--- src/rtl/mux_pkg.sv ---
// Shared types and defaults for the stream mux/demux family.
package mux_pkg;

  // Packet-level state of the demultiplexer.
  typedef enum logic [0:0] {
    IDLE = 1'b0,
    PKT  = 1'b1
  } demux_state_t;

  localparam int DEF_WIDTH = 8;
  localparam int DEF_CNT_W = 16;

  // A register slot can take a new beat when it is empty or being drained now.
  function automatic logic slot_can_load(input logic valid, input logic ready);
    return (~valid) | ready;
  endfunction

endpackage

--- src/rtl/stream_reg_slice.sv ---
// One valid/ready register stage carrying data plus an end-of-packet flag.
// The output side is fully registered; only slot_ready looks at out_ready.
module stream_reg_slice
  import mux_pkg::*;
#(
  parameter int WIDTH = DEF_WIDTH
) (
  input  logic             clk,
  input  logic             rst_n,
  input  logic             push,
  input  logic [WIDTH-1:0] push_data,
  input  logic             push_last,
  output logic             slot_ready,
  output logic [WIDTH-1:0] out_data,
  output logic             out_valid,
  output logic             out_last,
  input  logic             out_ready
);

  logic             valid_r;
  logic [WIDTH-1:0] data_r;
  logic             last_r;

  // Slot register: load on push (also covers pop+push), clear on pop, else hold.
  always_ff @(posedge clk or negedge rst_n) begin
    if (!rst_n) begin
      valid_r <= 1'b0;
      data_r  <= {WIDTH{1'b0}};
      last_r  <= 1'b0;
    end else if (push) begin
      valid_r <= 1'b1;
      data_r  <= push_data;
      last_r  <= push_last;
    end else if (out_ready) begin
      valid_r <= 1'b0;
    end else begin
      valid_r <= valid_r;
    end
  end

  // Readiness to accept a beat is combinational from the downstream ready.
  always_comb begin
    slot_ready = slot_can_load(valid_r, out_ready);
  end

  assign out_data  = data_r;
  assign out_valid = valid_r;
  assign out_last  = last_r;

endmodule

--- src/rtl/demux1t2_stream.sv ---
// Registered 1-to-2 stream demultiplexer with per-packet lane select and
// per-lane delivered-packet counters.
module demux1t2_stream
  import mux_pkg::*;
#(
  parameter int WIDTH = DEF_WIDTH,
  parameter int CNT_W = DEF_CNT_W
) (
  input  logic             clk,
  input  logic             rst_n,
  input  logic [WIDTH-1:0] in_data,
  input  logic             in_valid,
  input  logic             in_last,
  output logic             in_ready,
  input  logic             s,
  output logic [WIDTH-1:0] O0_data,
  output logic             O0_valid,
  output logic             O0_last,
  input  logic             O0_ready,
  output logic [WIDTH-1:0] O1_data,
  output logic             O1_valid,
  output logic             O1_last,
  input  logic             O1_ready,
  output logic             busy,
  output logic [CNT_W-1:0] pkt_cnt0,
  output logic [CNT_W-1:0] pkt_cnt1
);

  demux_state_t     state_r;
  demux_state_t     state_nxt_s;
  logic             sel_q_r;
  logic             sel_q_nxt_s;
  logic             sel_eff_s;
  logic             slot_ready0_s;
  logic             slot_ready1_s;
  logic             accept_s;
  logic             push0_s;
  logic             push1_s;
  logic             done0_s;
  logic             done1_s;
  logic [CNT_W-1:0] cnt0_r;
  logic [CNT_W-1:0] cnt1_r;

  // Lane decode: s is only honoured on the first beat; the unselected lane never stalls input.
  always_comb begin
    sel_eff_s = (state_r == IDLE) ? s : sel_q_r;
    if (sel_eff_s) begin
      in_ready = slot_ready1_s;
    end else begin
      in_ready = slot_ready0_s;
    end
    accept_s = in_valid & in_ready;
    push0_s  = accept_s & ~sel_eff_s;
    push1_s  = accept_s &  sel_eff_s;
  end

  // Packet FSM next state and select latch: enter PKT on a non-last first beat, leave on last.
  always_comb begin
    state_nxt_s = state_r;
    sel_q_nxt_s = sel_q_r;
    case (state_r)
      IDLE: begin
        if (accept_s && !in_last) begin
          state_nxt_s = PKT;
          sel_q_nxt_s = s;
        end else begin
          state_nxt_s = IDLE;
        end
      end
      PKT: begin
        if (accept_s && in_last) begin
          state_nxt_s = IDLE;
        end else begin
          state_nxt_s = PKT;
        end
      end
      default: begin
        state_nxt_s = IDLE;
        sel_q_nxt_s = 1'b0;
      end
    endcase
  end

  // FSM state and latched select; reset discards any packet in progress.
  always_ff @(posedge clk or negedge rst_n) begin
    if (!rst_n) begin
      state_r <= IDLE;
      sel_q_r <= 1'b0;
    end else begin
      state_r <= state_nxt_s;
      sel_q_r <= sel_q_nxt_s;
    end
  end

  stream_reg_slice #(
    .WIDTH(WIDTH)
  ) u_lane0 (
    .clk        (clk),
    .rst_n      (rst_n),
    .push       (push0_s),
    .push_data  (in_data),
    .push_last  (in_last),
    .slot_ready (slot_ready0_s),
    .out_data   (O0_data),
    .out_valid  (O0_valid),
    .out_last   (O0_last),
    .out_ready  (O0_ready)
  );

  stream_reg_slice #(
    .WIDTH(WIDTH)
  ) u_lane1 (
    .clk        (clk),
    .rst_n      (rst_n),
    .push       (push1_s),
    .push_data  (in_data),
    .push_last  (in_last),
    .slot_ready (slot_ready1_s),
    .out_data   (O1_data),
    .out_valid  (O1_valid),
    .out_last   (O1_last),
    .out_ready  (O1_ready)
  );

  // A packet is delivered when its last beat leaves the lane register.
  always_comb begin
    done0_s = O0_valid & O0_ready & O0_last;
    done1_s = O1_valid & O1_ready & O1_last;
  end

  // Per-lane delivered-packet counters, free-running with natural wrap.
  always_ff @(posedge clk or negedge rst_n) begin
    if (!rst_n) begin
      cnt0_r <= {CNT_W{1'b0}};
      cnt1_r <= {CNT_W{1'b0}};
    end else begin
      if (done0_s) begin
        cnt0_r <= cnt0_r + {{(CNT_W-1){1'b0}}, 1'b1};
      end else begin
        cnt0_r <= cnt0_r;
      end
      if (done1_s) begin
        cnt1_r <= cnt1_r + {{(CNT_W-1){1'b0}}, 1'b1};
      end else begin
        cnt1_r <= cnt1_r;
      end
    end
  end

  assign busy     = (state_r == PKT);
  assign pkt_cnt0 = cnt0_r;
  assign pkt_cnt1 = cnt1_r;

endmodule

--- config.mk ---
export PLATFORM = sky130hd
export DESIGN_NAME = demux1t2_stream
export DESIGN_NICKNAME = d
export VERILOG_FILES = /design/src/rtl/mux_pkg.sv /design/src/rtl/stream_reg_slice.sv /design/src/rtl/demux1t2_stream.sv
export SDC_FILE = /design/constraint.sdc
export NUM_CORES = 1
export LEC_CHECK = 0
export CAP_MARGIN = 20
export CORE_ASPECT_RATIO = 1.25
export CORE_MARGIN = 5
export CORE_UTILIZATION = 50
export CTS_CLUSTER_SIZE = 10
export DETAILED_ROUTE_END_ITERATION = 12
export PLACE_DENSITY_LB_ADDON = 0.3
export SYNTH_ARGS = -nofsm -noshare
export SYNTH_HDL_FRONTEND = slang
export SYNTH_SLANG_ARGS = --single-unit
export TNS_END_PERCENT = 30
--- constraint.sdc ---
create_clock -name clk -period 4.1 [get_ports clk]
set_clock_uncertainty 0.05 [all_clocks]
set_input_delay 1.025 -clock clk [delete_from_list [all_inputs] [get_ports clk]]
set_output_delay 1.025 -clock clk [all_outputs]
set_load 0.01 [all_outputs]
[Yosys cells after proc, flatten, opt, wreduce, memory -nomap -nowiden]
Cells that the tools add are included.
Cells by class
  add/subtract/negate cells: 2
  bitwise logic cells: 13
  multiplexer cells: 9
  reduce and logical (&&, ||, !) cells: 6
Operator list (count)
  $add 16x1->16 const B: 2
  $mux 1: 8
  $and 1x1->1: 7
  $not 1->1: 4
  $reduce_bool 2->1: 2
  $logic_and 1x1->1: 2
  $or 1x1->1: 2
  $pmux 1 s2: 1
  $reduce_and 2->1: 1
  $logic_not 1->1: 1
Word-level totals
  input bits: 15
  bits in registers: 54
  logic and storage cells: 40

[Depth between registers and ports, before layout]
  depth in word-level cells: 7
  depth in mapped cells: 5
  gate-level depth less buffers: 5

[Hierarchy]
From an unflattened synthesis, not the netlist that was laid out.
Second synthesis, totals
  cell total of the unflattened synthesis: 178
  area total of the unflattened synthesis: 2373.5 µm²
Modules (own cells, without submodules)
  demux1t2_stream: times used 1, area each 1555.2 µm², cells an instance 134
  stream_reg_slice: times used 2, area each 409.1 µm², cells an instance 22

[Worst setup path before layout]
OpenSTA, ideal clock, no wires.
  path type: input to output
  start point: input s
  end point: output in_ready
  data required time: 3.025 ns
  slack: 1.384 ns
  arrival time: 1.641 ns
  stages on the path: 2
  path buffers: 0
  cells stage by stage: mux2i_1 -> mux2_2
On the way
  cells in the longest elaborated chain, start to end: 2
RTL lines
  start: declaration: line demux1t2_stream.sv:15  | input logic s,
  $mux 1: line demux1t2_stream.sv:46  | sel_eff_s = (state_r == IDLE) ? s : sel_q_r;
  $mux 1: line demux1t2_stream.sv:47  | if (sel_eff_s) begin
  end: declaration: line demux1t2_stream.sv:14  | output logic in_ready,
Every way passes these cells.

[Worst setup path after layout]
Same ends and word-level chain as after synthesis.

==> impl_metrics.env <==
export IMPL_fillers=336
export IMPL_synth_edf_count=0
export IMPL_drt_iter0_drc=66
export IMPL_chipHeight_um=86.5
export IMPL_synth_cells=170
export IMPL_crit_required_ns=3.02
export IMPL_drive_gt1_share_pct=15.6
export IMPL_grt_pass1_wl_mm=7.56
export IMPL_tightest_slew_ns=0.533
export IMPL_wl_per_cell_um=14.8
export IMPL_drc=0
export IMPL_antenna_found_initial=0
export IMPL_synthXorXnorAreaFrac_pct=11.5
export IMPL_ys_flop_type="dfrtp_1"
export IMPL_synth_top_area_cell="dfrtp_1"
export IMPL_synth_warnings=0
export IMPL_synth_yosys_seq_area_share_pct=57.7
export IMPL_start_util_pct=52.5
export IMPL_drv_cap=0
export IMPL_synthesis_nets=187
export IMPL_cp_end_kind="primary output"
export IMPL_grt_pass1_vias=1621
export IMPL_ant_nets=0
export IMPL_clkLatencyLatePin_ns=0.30
export IMPL_ys_seq_elements=54
export IMPL_synth_fa_ha_area_share_pct=1.07
export IMPL_grt_use_total_pct=15.4
export IMPL_synth_cell_types=28
export IMPL_gp_congestion=0.730
export IMPL_switchingPower_mw=0.557
export IMPL_power_density_nw_per_um2=611
export IMPL_synth_top_family_by_area="multiplexers"
export IMPL_muxShareOfSynthArea_pct=14.0
export IMPL_cts_made_buffers=5
export IMPL_nets=260
export IMPL_intPower_mw=1.40
export IMPL_power_frac_clock_pct=21.7
export IMPL_final_hold_viol_count=0
export IMPL_htreeDepth=2
export IMPL_cp_data_arrival_time_ns=2.55
export IMPL_synthTopCellsByCount="54 x dfrtp_1, 24 x xnor2_1, 16 x mux2_4"
export IMPL_rows=27
export IMPL_dieArea_sq_um=6160
export IMPL_grt_ovfl_total=0
export IMPL_outcome="finished, final reports clean"
export IMPL_slew_viol_final=0
export IMPL_min_path_type="register to register"
export IMPL_p_seq_share_pct=41.4
export IMPL_yosys_area_share_simple_pct=13.7
export IMPL_combPwrFrac_pct=36.9
export IMPL_io_pins=69
export IMPL_slew_headroom_pct=64.5
export IMPL_die_x_um=71.2
export IMPL_synth_compound_area_share_pct=0.534
export IMPL_routed_wirelength_mm=4.47
export IMPL_vdd_drop_max_v=0.000394
export IMPL_cts_hold_buf=0
export IMPL_clockBufferDepth=2
export IMPL_cts_resized=0
export IMPL_leakagePower_nw=1.45
export IMPL_place_hpwl_mm=3.28
export IMPL_finalSetupTns_ns=0
export IMPL_firstDrtPassIters=4
export IMPL_yosysTopAreaCellShare_pct=57.7
export IMPL_grt_max_degree=31
export IMPL_cts_sinks=54
export IMPL_dpl_cell_count=294
export IMPL_rsz0062_at_grt="no"
export IMPL_swShare_pct=28.4
export IMPL_synthToLayoutAreaGrowth_pct=37.1
export IMPL_fmax_mhz=276
export IMPL_setup_viol_count_final=0
export IMPL_finalCriticalPeriod_ns=3.63
export IMPL_synth_most_common_cell="dfrtp_1"
export IMPL_port_buffers=68
export IMPL_synth_area_sq_um=2340
export IMPL_synthArstFlopShare_pct=100
export IMPL_vias=1528
export IMPL_cts_tree="yes"
export IMPL_avgViaCountPerCell=5.06
export IMPL_cts_root_buf="clkbuf_8"
export IMPL_avgSynthCellArea_sq_um=13.8
export IMPL_stdcell_count=302
export IMPL_diodes=0
export IMPL_coreArea_sq_um=4460
export IMPL_worstSetupPathType="primary input to primary output"
export IMPL_clk_pin_slew_ns=0.10
export IMPL_startpoint_type="primary input"
export IMPL_finalCritPeriodShare_pct=88.5
export IMPL_synth_area_top_cells="dfrtp_1 58%, mux2_4 10%, xnor2_1 9.0%"
export IMPL_path_max_fanout=3
export IMPL_post_cts_buffers=0
==> kinds of logic after synthesis <==
group	Yosys count
fa+ha+maj	2
flops	54
compound gates	1
xor+xnor	30
mux	24
simple gates	55
buf+inv	4
==> power by group through the flow <==
stage	logic [mW]	registers, mW	clock network [mW]
after global placement	0.720	0.817	0
after global routing	0.777	0.835	0.455
final	0.724	0.812	0.425
after CTS	0.738	0.813	0.434
after floorplan	0.310	0.865	0
after detailed placement	0.734	0.814	0
==> layer usage <==
layer,global-route usage [%],vias to the layer above,routed length [um]
li1,-,728,-
met2,24.5,48,2120
met5,0,-,0
met3,4.76,6,277
met1,20.6,746,2040
met4,3.59,0,42
==> state kept, by name, indices dropped and copies added, names as in the netlist, named ones only <==
name	flops
pkt_cnt0	16
u_lane0.out_data	8
u_lane0.out_last	1
u_lane1.out_data	8
u_lane1.out_valid	1
sel_q_r	1
pkt_cnt1	16
u_lane0.out_valid	1
u_lane1.out_last	1
==> critical path, stage by stage <==
cell	delay (ns)
clkdlybuf4s50_1	0.42
mux2i_1	0.26
mux2_2	0.37
clkdlybuf4s50_1	0.48
==> cell type report <==
class | count | area [sq um] | share of cell area, %
clock buffers | 6 | 82.6 | 2.57
clock inverters | 2 | 60.1 | 1.87
inverters | 1 | 3.75 | 0.117
multi-input cells | 112 | 956 | 29.8
flip-flops and latches | 54 | 1350 | 42.1
well taps | 58 | 72.6 | 2.26
repair buffers | 69 | 683 | 21.3
==> cells in the final DEF, fill, tap and decap left out, types with 2 or more instances in the layout <==
| cell type | instances |
|---|---|
| dfrtp_1 | 54 |
| mux2_2 | 5 |
| bufinv_16 | 2 |
| xor2_1 | 5 |
| nand3_1 | 15 |
| nand2_1 | 13 |
| ha_1 | 2 |
| clkdlybuf4s50_1 | 67 |
| clkbuf_8 | 6 |
| mux2_4 | 16 |
| nor2_1 | 5 |
| nand4_1 | 6 |
| mux2i_1 | 2 |
| and3_1 | 7 |
| xnor2_1 | 24 |
==> stage by stage <==
| step | util (%) | cell area [sq um] | total power, mW | hold slack, ns | setup WS, ns |
|---|---|---|---|---|---|
| after floorplan | - | 2340 | 1.18 | 0.408 | 1.38 |
| after global placement | 68.8 | 3070 | 1.54 | 0.409 | 0.491 |
| after detailed placement | 68.8 | 3070 | 1.55 | 0.417 | 0.472 |
| after CTS | 72.0 | 3210 | 1.99 | 0.430 | 0.464 |
| after global routing | 72.0 | 3210 | 2.07 | 0.468 | 0.396 |
| final | 72.0 | 3210 | 1.96 | 0.421 | 0.471 |
==> worst paths after layout <==
kind / slack, ns / start / to / cells after the start
max: 0.47 / s / in_ready / 4
min: 0.42 / pkt_cnt1[15]$_DFFE_PN0P_ / pkt_cnt1[15]$_DFFE_PN0P_ / 1
max reg2reg: 2.14 / register / sel_q_r$_DFFE_PN0P_ / 4
min reg2reg: 0.42 / pkt_cnt1[15]$_DFFE_PN0P_ / pkt_cnt1[15]$_DFFE_PN0P_ / 1
max in group asynchronous: 2.58 / rst_n / u_lane0.out_data[1]$_DFFE_PN0P_ / 2
min in group asynchronous: 0.64 / rst_n / pkt_cnt1[10]$_DFFE_PN0P_ / 1
Power figures use the tool's default switching activity.
